$ cat src/rtl/video_timing_probe.sv
// Measures HS/VS/DE timing of a pixel-qualified video stream and declares lock once stable.
// Optional: define VIDEO_PROBE_INTERLACE_EN to accept alternating V_TOTAL and add INTERLACED.
module video_timing_probe #(
  parameter int unsigned CNT_W       = 12,
  parameter int unsigned LOCK_FRAMES = 2
) (
  input  logic             CLK_VIDEO,
  input  logic             RESET_N,
  input  logic             CE_PIXEL,
  input  logic             VGA_HS,
  input  logic             VGA_VS,
  input  logic             VGA_DE,
  output logic [CNT_W-1:0] H_TOTAL,
  output logic [CNT_W-1:0] H_ACTIVE,
  output logic [CNT_W-1:0] V_TOTAL,
  output logic [CNT_W-1:0] V_ACTIVE,
  output logic             UPDATE,
  output logic             LOCKED
`ifdef VIDEO_PROBE_INTERLACE_EN
  ,
  output logic             INTERLACED
`endif
);

  localparam logic [CNT_W-1:0] CntMax  = '1;
  localparam logic [CNT_W-1:0] CntOne  = CNT_W'(1);
  localparam logic [3:0]       LockTgt = 4'(LOCK_FRAMES - 1);

  typedef enum logic [1:0] {StSearch, StMeasure, StLocked} state_e;

  // Input register and previous-sample history
  logic r_ce, r_hs, r_vs, r_de;
  logic r_hs_prev, r_vs_prev;

  // Running counters
  logic [CNT_W-1:0] r_h_cnt, r_de_cnt, r_v_cnt, r_v_act, r_first_act, r_last_h;
  logic             r_act_seen;

  // Candidate set captured at a frame boundary, consumed one cycle later
  logic [CNT_W-1:0] r_cand_ht, r_cand_ha, r_cand_vt, r_cand_va;
  logic             r_frm_evt, r_tmo_evt;

  // Measurement stage
  state_e           r_state, w_state_nxt;
  logic [3:0]       r_match, w_match_nxt, w_match_inc;
  logic [CNT_W-1:0] r_h_total, r_h_active, r_v_total, r_v_active;
  logic             r_update, r_locked;
  logic             w_load, w_clear, w_locked_nxt, w_eq, w_hit;

  logic             w_line, w_frame, w_line_act, w_tmo;
  logic [CNT_W-1:0] w_h_nxt, w_de_nxt, w_v_nxt, w_vact_cl, w_first_cl, w_lasth_cl;

  always_comb begin
    w_line     = r_ce & r_hs & ~r_hs_prev;
    w_frame    = r_ce & r_vs & ~r_vs_prev;
    w_line_act = w_line & (r_de_cnt != '0);
    // "_cl" values include the line being closed on this sample
    w_lasth_cl = w_line ? r_h_cnt : r_last_h;
    w_vact_cl  = (w_line_act && r_v_act != CntMax) ? r_v_act + CntOne : r_v_act;
    w_first_cl = (w_line_act && !r_act_seen) ? r_de_cnt : r_first_act;

    w_h_nxt = r_h_cnt;
    if (w_line) w_h_nxt = CntOne;
    else if (r_ce && r_h_cnt != CntMax) w_h_nxt = r_h_cnt + CntOne;

    w_de_nxt = r_de_cnt;
    if (w_line) w_de_nxt = r_de ? CntOne : '0;
    else if (r_ce && r_de && r_de_cnt != CntMax) w_de_nxt = r_de_cnt + CntOne;

    w_v_nxt = r_v_cnt;
    if (w_frame) w_v_nxt = w_line ? CntOne : '0;
    else if (w_line && r_v_cnt != CntMax) w_v_nxt = r_v_cnt + CntOne;

    w_tmo = r_ce & ((w_h_nxt == CntMax) | (w_v_nxt == CntMax));
  end

  always_ff @(posedge CLK_VIDEO or negedge RESET_N) begin
    if (!RESET_N) begin
      r_ce        <= 1'b0;
      r_hs        <= 1'b0;
      r_vs        <= 1'b0;
      r_de        <= 1'b0;
      r_hs_prev   <= 1'b0;
      r_vs_prev   <= 1'b0;
      r_h_cnt     <= '0;
      r_de_cnt    <= '0;
      r_v_cnt     <= '0;
      r_v_act     <= '0;
      r_first_act <= '0;
      r_last_h    <= '0;
      r_act_seen  <= 1'b0;
      r_cand_ht   <= '0;
      r_cand_ha   <= '0;
      r_cand_vt   <= '0;
      r_cand_va   <= '0;
      r_frm_evt   <= 1'b0;
      r_tmo_evt   <= 1'b0;
    end else begin
      r_ce <= CE_PIXEL;
      r_hs <= VGA_HS;
      r_vs <= VGA_VS;
      r_de <= VGA_DE;
      if (r_ce) begin
        r_hs_prev   <= r_hs;
        r_vs_prev   <= r_vs;
        r_h_cnt     <= w_h_nxt;
        r_de_cnt    <= w_de_nxt;
        r_v_cnt     <= w_v_nxt;
        r_last_h    <= w_lasth_cl;
        r_v_act     <= w_frame ? '0 : w_vact_cl;
        r_first_act <= w_frame ? '0 : w_first_cl;
        r_act_seen  <= ~w_frame & (r_act_seen | w_line_act);
      end
      r_frm_evt <= w_frame & ~w_tmo;
      r_tmo_evt <= w_tmo;
      if (w_frame) begin
        r_cand_ht <= w_lasth_cl;
        r_cand_ha <= w_first_cl;
        r_cand_vt <= r_v_cnt;
        r_cand_va <= w_vact_cl;
      end
    end
  end

  assign w_eq = (r_cand_ht == r_h_total) && (r_cand_ha == r_h_active) &&
                (r_cand_vt == r_v_total) && (r_cand_va == r_v_active);

`ifdef VIDEO_PROBE_INTERLACE_EN
  logic [CNT_W-1:0] r_vt_prev2;
  logic             r_interlaced;
  logic             w_alt;

  // Alternating field pattern: V_TOTAL toggles by one and repeats every other frame
  assign w_alt = (r_cand_ht == r_h_total) && (r_cand_ha == r_h_active) &&
                 ((r_cand_va == r_v_active) || (r_cand_va == r_v_active + CntOne) ||
                  (r_v_active == r_cand_va + CntOne)) &&
                 ((r_cand_vt == r_v_total + CntOne) || (r_v_total == r_cand_vt + CntOne)) &&
                 (r_cand_vt == r_vt_prev2);
  assign w_hit = w_eq | w_alt;
  assign INTERLACED = r_interlaced;

  always_ff @(posedge CLK_VIDEO or negedge RESET_N) begin
    if (!RESET_N) begin
      r_vt_prev2   <= '0;
      r_interlaced <= 1'b0;
    end else if (w_clear) begin
      r_vt_prev2   <= '0;
      r_interlaced <= 1'b0;
    end else if (w_load) begin
      r_vt_prev2   <= r_v_total;
      r_interlaced <= w_alt;
    end
  end
`else
  assign w_hit = w_eq;
`endif

  always_comb begin
    w_state_nxt  = r_state;
    w_match_nxt  = r_match;
    w_locked_nxt = r_locked;
    w_load       = 1'b0;
    w_clear      = 1'b0;
    w_match_inc  = w_hit ? r_match + 4'd1 : 4'd0;
    if (r_tmo_evt) begin
      w_state_nxt  = StSearch;
      w_clear      = 1'b1;
      w_locked_nxt = 1'b0;
      w_match_nxt  = 4'd0;
    end else if (r_frm_evt) begin
      case (r_state)
        StSearch: w_state_nxt = StMeasure;
        StMeasure: begin
          w_load      = 1'b1;
          w_match_nxt = w_match_inc;
          if (!w_hit) w_locked_nxt = 1'b0;
          if (w_match_inc >= LockTgt) begin
            w_locked_nxt = 1'b1;
            w_state_nxt  = StLocked;
          end
        end
        StLocked: begin
          w_load = 1'b1;
          if (!w_hit) begin
            w_locked_nxt = 1'b0;
            w_match_nxt  = 4'd0;
            w_state_nxt  = StMeasure;
          end
        end
        default: w_state_nxt = StSearch;
      endcase
    end
  end

  always_ff @(posedge CLK_VIDEO or negedge RESET_N) begin
    if (!RESET_N) begin
      r_state    <= StSearch;
      r_match    <= 4'd0;
      r_h_total  <= '0;
      r_h_active <= '0;
      r_v_total  <= '0;
      r_v_active <= '0;
      r_update   <= 1'b0;
      r_locked   <= 1'b0;
    end else begin
      r_state  <= w_state_nxt;
      r_match  <= w_match_nxt;
      r_locked <= w_locked_nxt;
      r_update <= w_load;
      if (w_clear) begin
        r_h_total  <= '0;
        r_h_active <= '0;
        r_v_total  <= '0;
        r_v_active <= '0;
      end else if (w_load) begin
        r_h_total  <= r_cand_ht;
        r_h_active <= r_cand_ha;
        r_v_total  <= r_cand_vt;
        r_v_active <= r_cand_va;
      end
    end
  end

  assign H_TOTAL  = r_h_total;
  assign H_ACTIVE = r_h_active;
  assign V_TOTAL  = r_v_total;
  assign V_ACTIVE = r_v_active;
  assign UPDATE   = r_update;
  assign LOCKED   = r_locked;

endmodule

$ cat config.mk
export PLATFORM = sky130hd
export DESIGN_NAME = video_timing_probe
export DESIGN_NICKNAME = d
export VERILOG_FILES = /design/src/rtl/video_timing_probe.sv
export SDC_FILE = /design/constraint.sdc
export NUM_CORES = 1
export LEC_CHECK = 0
export BUFFER_PORTS_ARGS = -buffer_cell sky130_fd_sc_hd__buf_2
export CORE_MARGIN = 2
export CORE_UTILIZATION = 40
export CTS_CLUSTER_DIAMETER = 40
export DETAILED_ROUTE_END_ITERATION = 8
export PLACE_DENSITY = 0.65
export SLEW_MARGIN = 20
export SYNTH_ARGS = -nofsm -noshare
export SYNTH_HDL_FRONTEND = slang
export SYNTH_SLANG_ARGS = --single-unit
export TNS_END_PERCENT = 10
$ cat constraint.sdc
create_clock -name CLK_VIDEO -period 2 [get_ports CLK_VIDEO]
set_clock_uncertainty 0.05 [all_clocks]
set_input_delay 0.4 -clock CLK_VIDEO [delete_from_list [all_inputs] [get_ports CLK_VIDEO]]
set_output_delay 0.4 -clock CLK_VIDEO [all_outputs]
set_load 0.02 [all_outputs]
==> results.py <==
metrics = {
    "outcome": {
        "outcome": "finished with violations",
        "violations": "negative setup slack",
    },
    "sta": {
        "post-route-min-period_ps": 2025,
        "finalSetupViolCount": 1,
        "min_period_over_period_pct": 101.3,
        "final_hold_viol_count": 0,
        "slew_viol_final": 0,
        "fin_ws_ps": -25.38,
        "maxSlewHeadroom_pct": 61.17,
        "fmax_ghz": 0.4937,
        "rsz0062_at_grt": "yes",
        "setup-tns-final_ps": -25.38,
        "tightest_slew_ps": 580.5,
    },
    "synth": {
        "synthTopCellsByArea": "dfrtp_1, xor2_1, nand2_1, a22o_1, nor2_1",
        "synth_cells": 822,
        "synth_cell_type_count": 59,
        "synth_fa_ha_area_share_pct": 1.478,
        "syn-cell-area_mm2": 0.008467,
        "yosysSeqAreaShare_pct": 54.68,
        "async_flop_share_pct": 100.0,
        "yosysWarnings": 0,
        "synth_xor_area_share_pct": 8.689,
        "synth.most_common_cell": "dfrtp_1",
        "synth_commonest_cells": "dfrtp_1, nand2_1, nor2_1",
        "synth_mux_area_share_pct": 2.630,
        "ys_ff_latch": 185,
        "synthSimpleGateAreaFrac_pct": 18.35,
        "synth_top_family_by_area": "simple AND/OR/NAND/NOR gates",
        "synth-main-ff-cell": "dfrtp_1",
        "synth_edf_count": 0,
        "syn_nets": 838,
        "synth.avg_cell_area_um2": 10.30,
        "synth_compound_area_share_pct": 11.50,
        "yosysTopAreaCellShare_pct": 54.68,
        "synth_top_cell_by_area": "dfrtp_1",
    },
    "route": {
        "routed-via-count": 6420,
        "drtAntennaViolNets": 0,
        "drt-vias-per-instance": 5.224,
        "routed.top_layer": "met4",
        "met2_length_mm": 9.738,
        "first_pass_iters": 5,
        "wl_met1_mm": 9.371,
        "drt_iter0_markers": 442,
        "wire_per_inst_um": 16.55,
        "drt-total-wl_mm": 20.34,
        "dr_wl_met3_um": 729,
        "drc": 0,
    },
    "clock_network": {
        "cts_tree": "done",
        "cts_htree_levels": 4,
        "worstSkewPairLatency_ps": 440,
        "clock_sinks": 185,
        "path_clk_slew_ps": 70,
        "cts-buffers-inserted": 17,
        "cts_buffer_depth": 2,
        "cts_root_buf": "clkbuf_16",
    },
    "floorplan": {
        "initial_core_util_pct": 40.53,
        "core_mm2": 0.02089,
        "fp.dieH_um": 149.5,
        "die_x_um": 149.5,
        "num_rows": 53,
        "pin_count": 56,
        "die-area_mm2": 0.02235,
    },
    "worst_setup_path": {
        "reg2reg_from": "H_ACTIVE[5]$_DFFE_PN0P_",
        "critPathMaxFanout": 11,
        "critPathLaunch": "H_ACTIVE[5]$_DFFE_PN0P_",
        "crit_chain": "xor2_1 > nor4_4 > nand4_1 > nor3_2 > buf_6 > nand3_1 > a31oi_1",
        "max_stage_delay_ps": 440,
        "cp_slowest_cell": "nor4_4",
        "crit_type": "reg2reg",
        "crit_path_end_kind": "register",
        "cp.required_ps": 2300,
        "worstPathArrival_ps": 2320,
        "start_kind": "register",
    },
    "power": {
        "ir_worst_vdd_uv": 551.7,
        "power.leakage_uw": 0.005320,
        "cellPowerDensity_mw_per_mm2": 1025,
        "power.total_uw": 10660,
    },
    "flow_run": {
        "maxCapViolCount": 0,
    },
    "layout": {
        "drive_gt1_share_pct": 22.33,
        "antennaDiodeCount": 0,
        "nNetsFinal": 957,
        "syn2layout_area_growth_pct": 22.88,
    },
    "grt": {
        "grt_pass1_wl_mm": 32.97,
        "grt_max_degree": 50,
        "antenna_found_initial": 0,
        "gr-total-overflow": 0,
        "grt_pass1_vias": 6248,
        "track_usage_pct": 19.03,
    },
    "placement": {
        "io_buffers": 55,
        "gp_congestion": 0.8585,
        "hpwl_mm": 14.39,
    },
    "hold_path": {
        "min_path_type": "in2reg",
        "min_from": "VGA_HS",
    },
}
## worst max-delay path: cells and delay by family, from the launching register on
family	cells	cell delay, ps
flip-flops	1	410
AO/OA/AOI/OAI	1	190
XOR/XNOR	1	190
AND/OR/NAND/NOR	4	930
buffers and inverters	1	170
## worst paths after layout
check	end	slack [ps]	cells past startpoint
worst max-delay path	r_match[1]$_DFFE_PN0P_	-30	7
worst min-delay path	r_hs$_DFF_PN0_	30	1
worst max register to register	r_match[1]$_DFFE_PN0P_	-30	7
worst min register to register	r_de_cnt[0]$_DFFE_PN0P_	420	2
max in group asynchronous	r_state[1]$_DFFE_PN0P_	830	3
min in group asynchronous	V_ACTIVE[4]$_DFFE_PN0P_	420	2
## per-layer routing
| metal | track usage (%) | vias to the layer above |
|---|---|---|
| met1 | 25.89 | 3189 |
| met2 | 30.55 | 119 |
| li1 | - | 3084 |
| met4 | 6.571 | 0 |
| met3 | 3.659 | 28 |
| met5 | 0 | - |
## power by group
part	switching [uW]	total, uW	internal [uW]
clock	1530	3320	1790
sequential	407	4600	4200
combinational	1610	2740	1130
## per-stage QoR
step | instance area, um2 | hold slack, ps | instances | worst slack (ps) | util, %
floorplan | 8467 | 54.41 | 822 | 20.25 | -
global placement | 9605 | 330.7 | 1191 | -330.4 | 45.98
detailed placement | 9605 | 333.1 | 1191 | -388.2 | 45.98
CTS | 10270 | 10.36 | 1225 | -44.12 | 49.15
global route | 10400 | 16.04 | 1229 | -118.9 | 49.81
finish | 10400 | 28.33 | 1229 | -25.38 | 49.81
## layout make-up
type,instances,area (um2)
Inverter,12,45.04
Tap cell,275,344.1
Clock buffer,19,442.9
Fill cell,1890,10490
Multi-Input combinational cell,586,3806
Clock inverter,13,140.1
Sequential cell,185,4629
Timing Repair Buffer,139,996.0
## logic make-up (layout without fill, tap and decap cells)
logic type,count (synthesis),in the layout
multiplexers,22,22
AO/OA/AOI/OAI,133,133
buffers and inverters,51,183
AND/OR/NAND/NOR,337,337
flip-flops,185,185
adder cells (fa/ha/maj),10,10
XOR/XNOR,84,84
## sequential cells by signal, summed over array words and instances (netlist names), 2 cells and up
signal,count
r_h_cnt,12
r_cand_ht,12
r_cand_ha,12
r_cand_va,12
r_v_act,12
r_state,2
r_last_h,12
V_ACTIVE,12
r_match,4
H_TOTAL,12
H_ACTIVE,12
r_v_cnt,12
r_de_cnt,12
r_cand_vt,12
r_first_act,12
V_TOTAL,12
## repair_timing
action	in CTS	in global routing
endpoints found under the setup margin	7	54
gates cloned	0	0
hold buffers	1	0
setup buffers	1	4
pin swaps	4	12
hold endpoints to repair	42	0
resized for setup	9	18
## layout by cell type, fill, tap and decap left out, drive strengths merged, types with 3 or more instances in the layout
cell	Yosys	layout
nand3	22	22
clkinv	0	5
dfrtp	185	185
nand2	159	159
mux2i	20	20
xor2	71	71
a31oi	6	6
a21oi	18	18
clkinvlp	0	3
inv	12	16
nor2	82	82
and2	7	7
ha	10	10
a22o	48	48
clkbuf	28	20
nor4	15	15
xnor2	13	13
nand4	19	19
and3	11	11
nor3	12	12
o21ai	35	35
buf	11	137
Note: power is estimated with default switching activity, not from simulation.
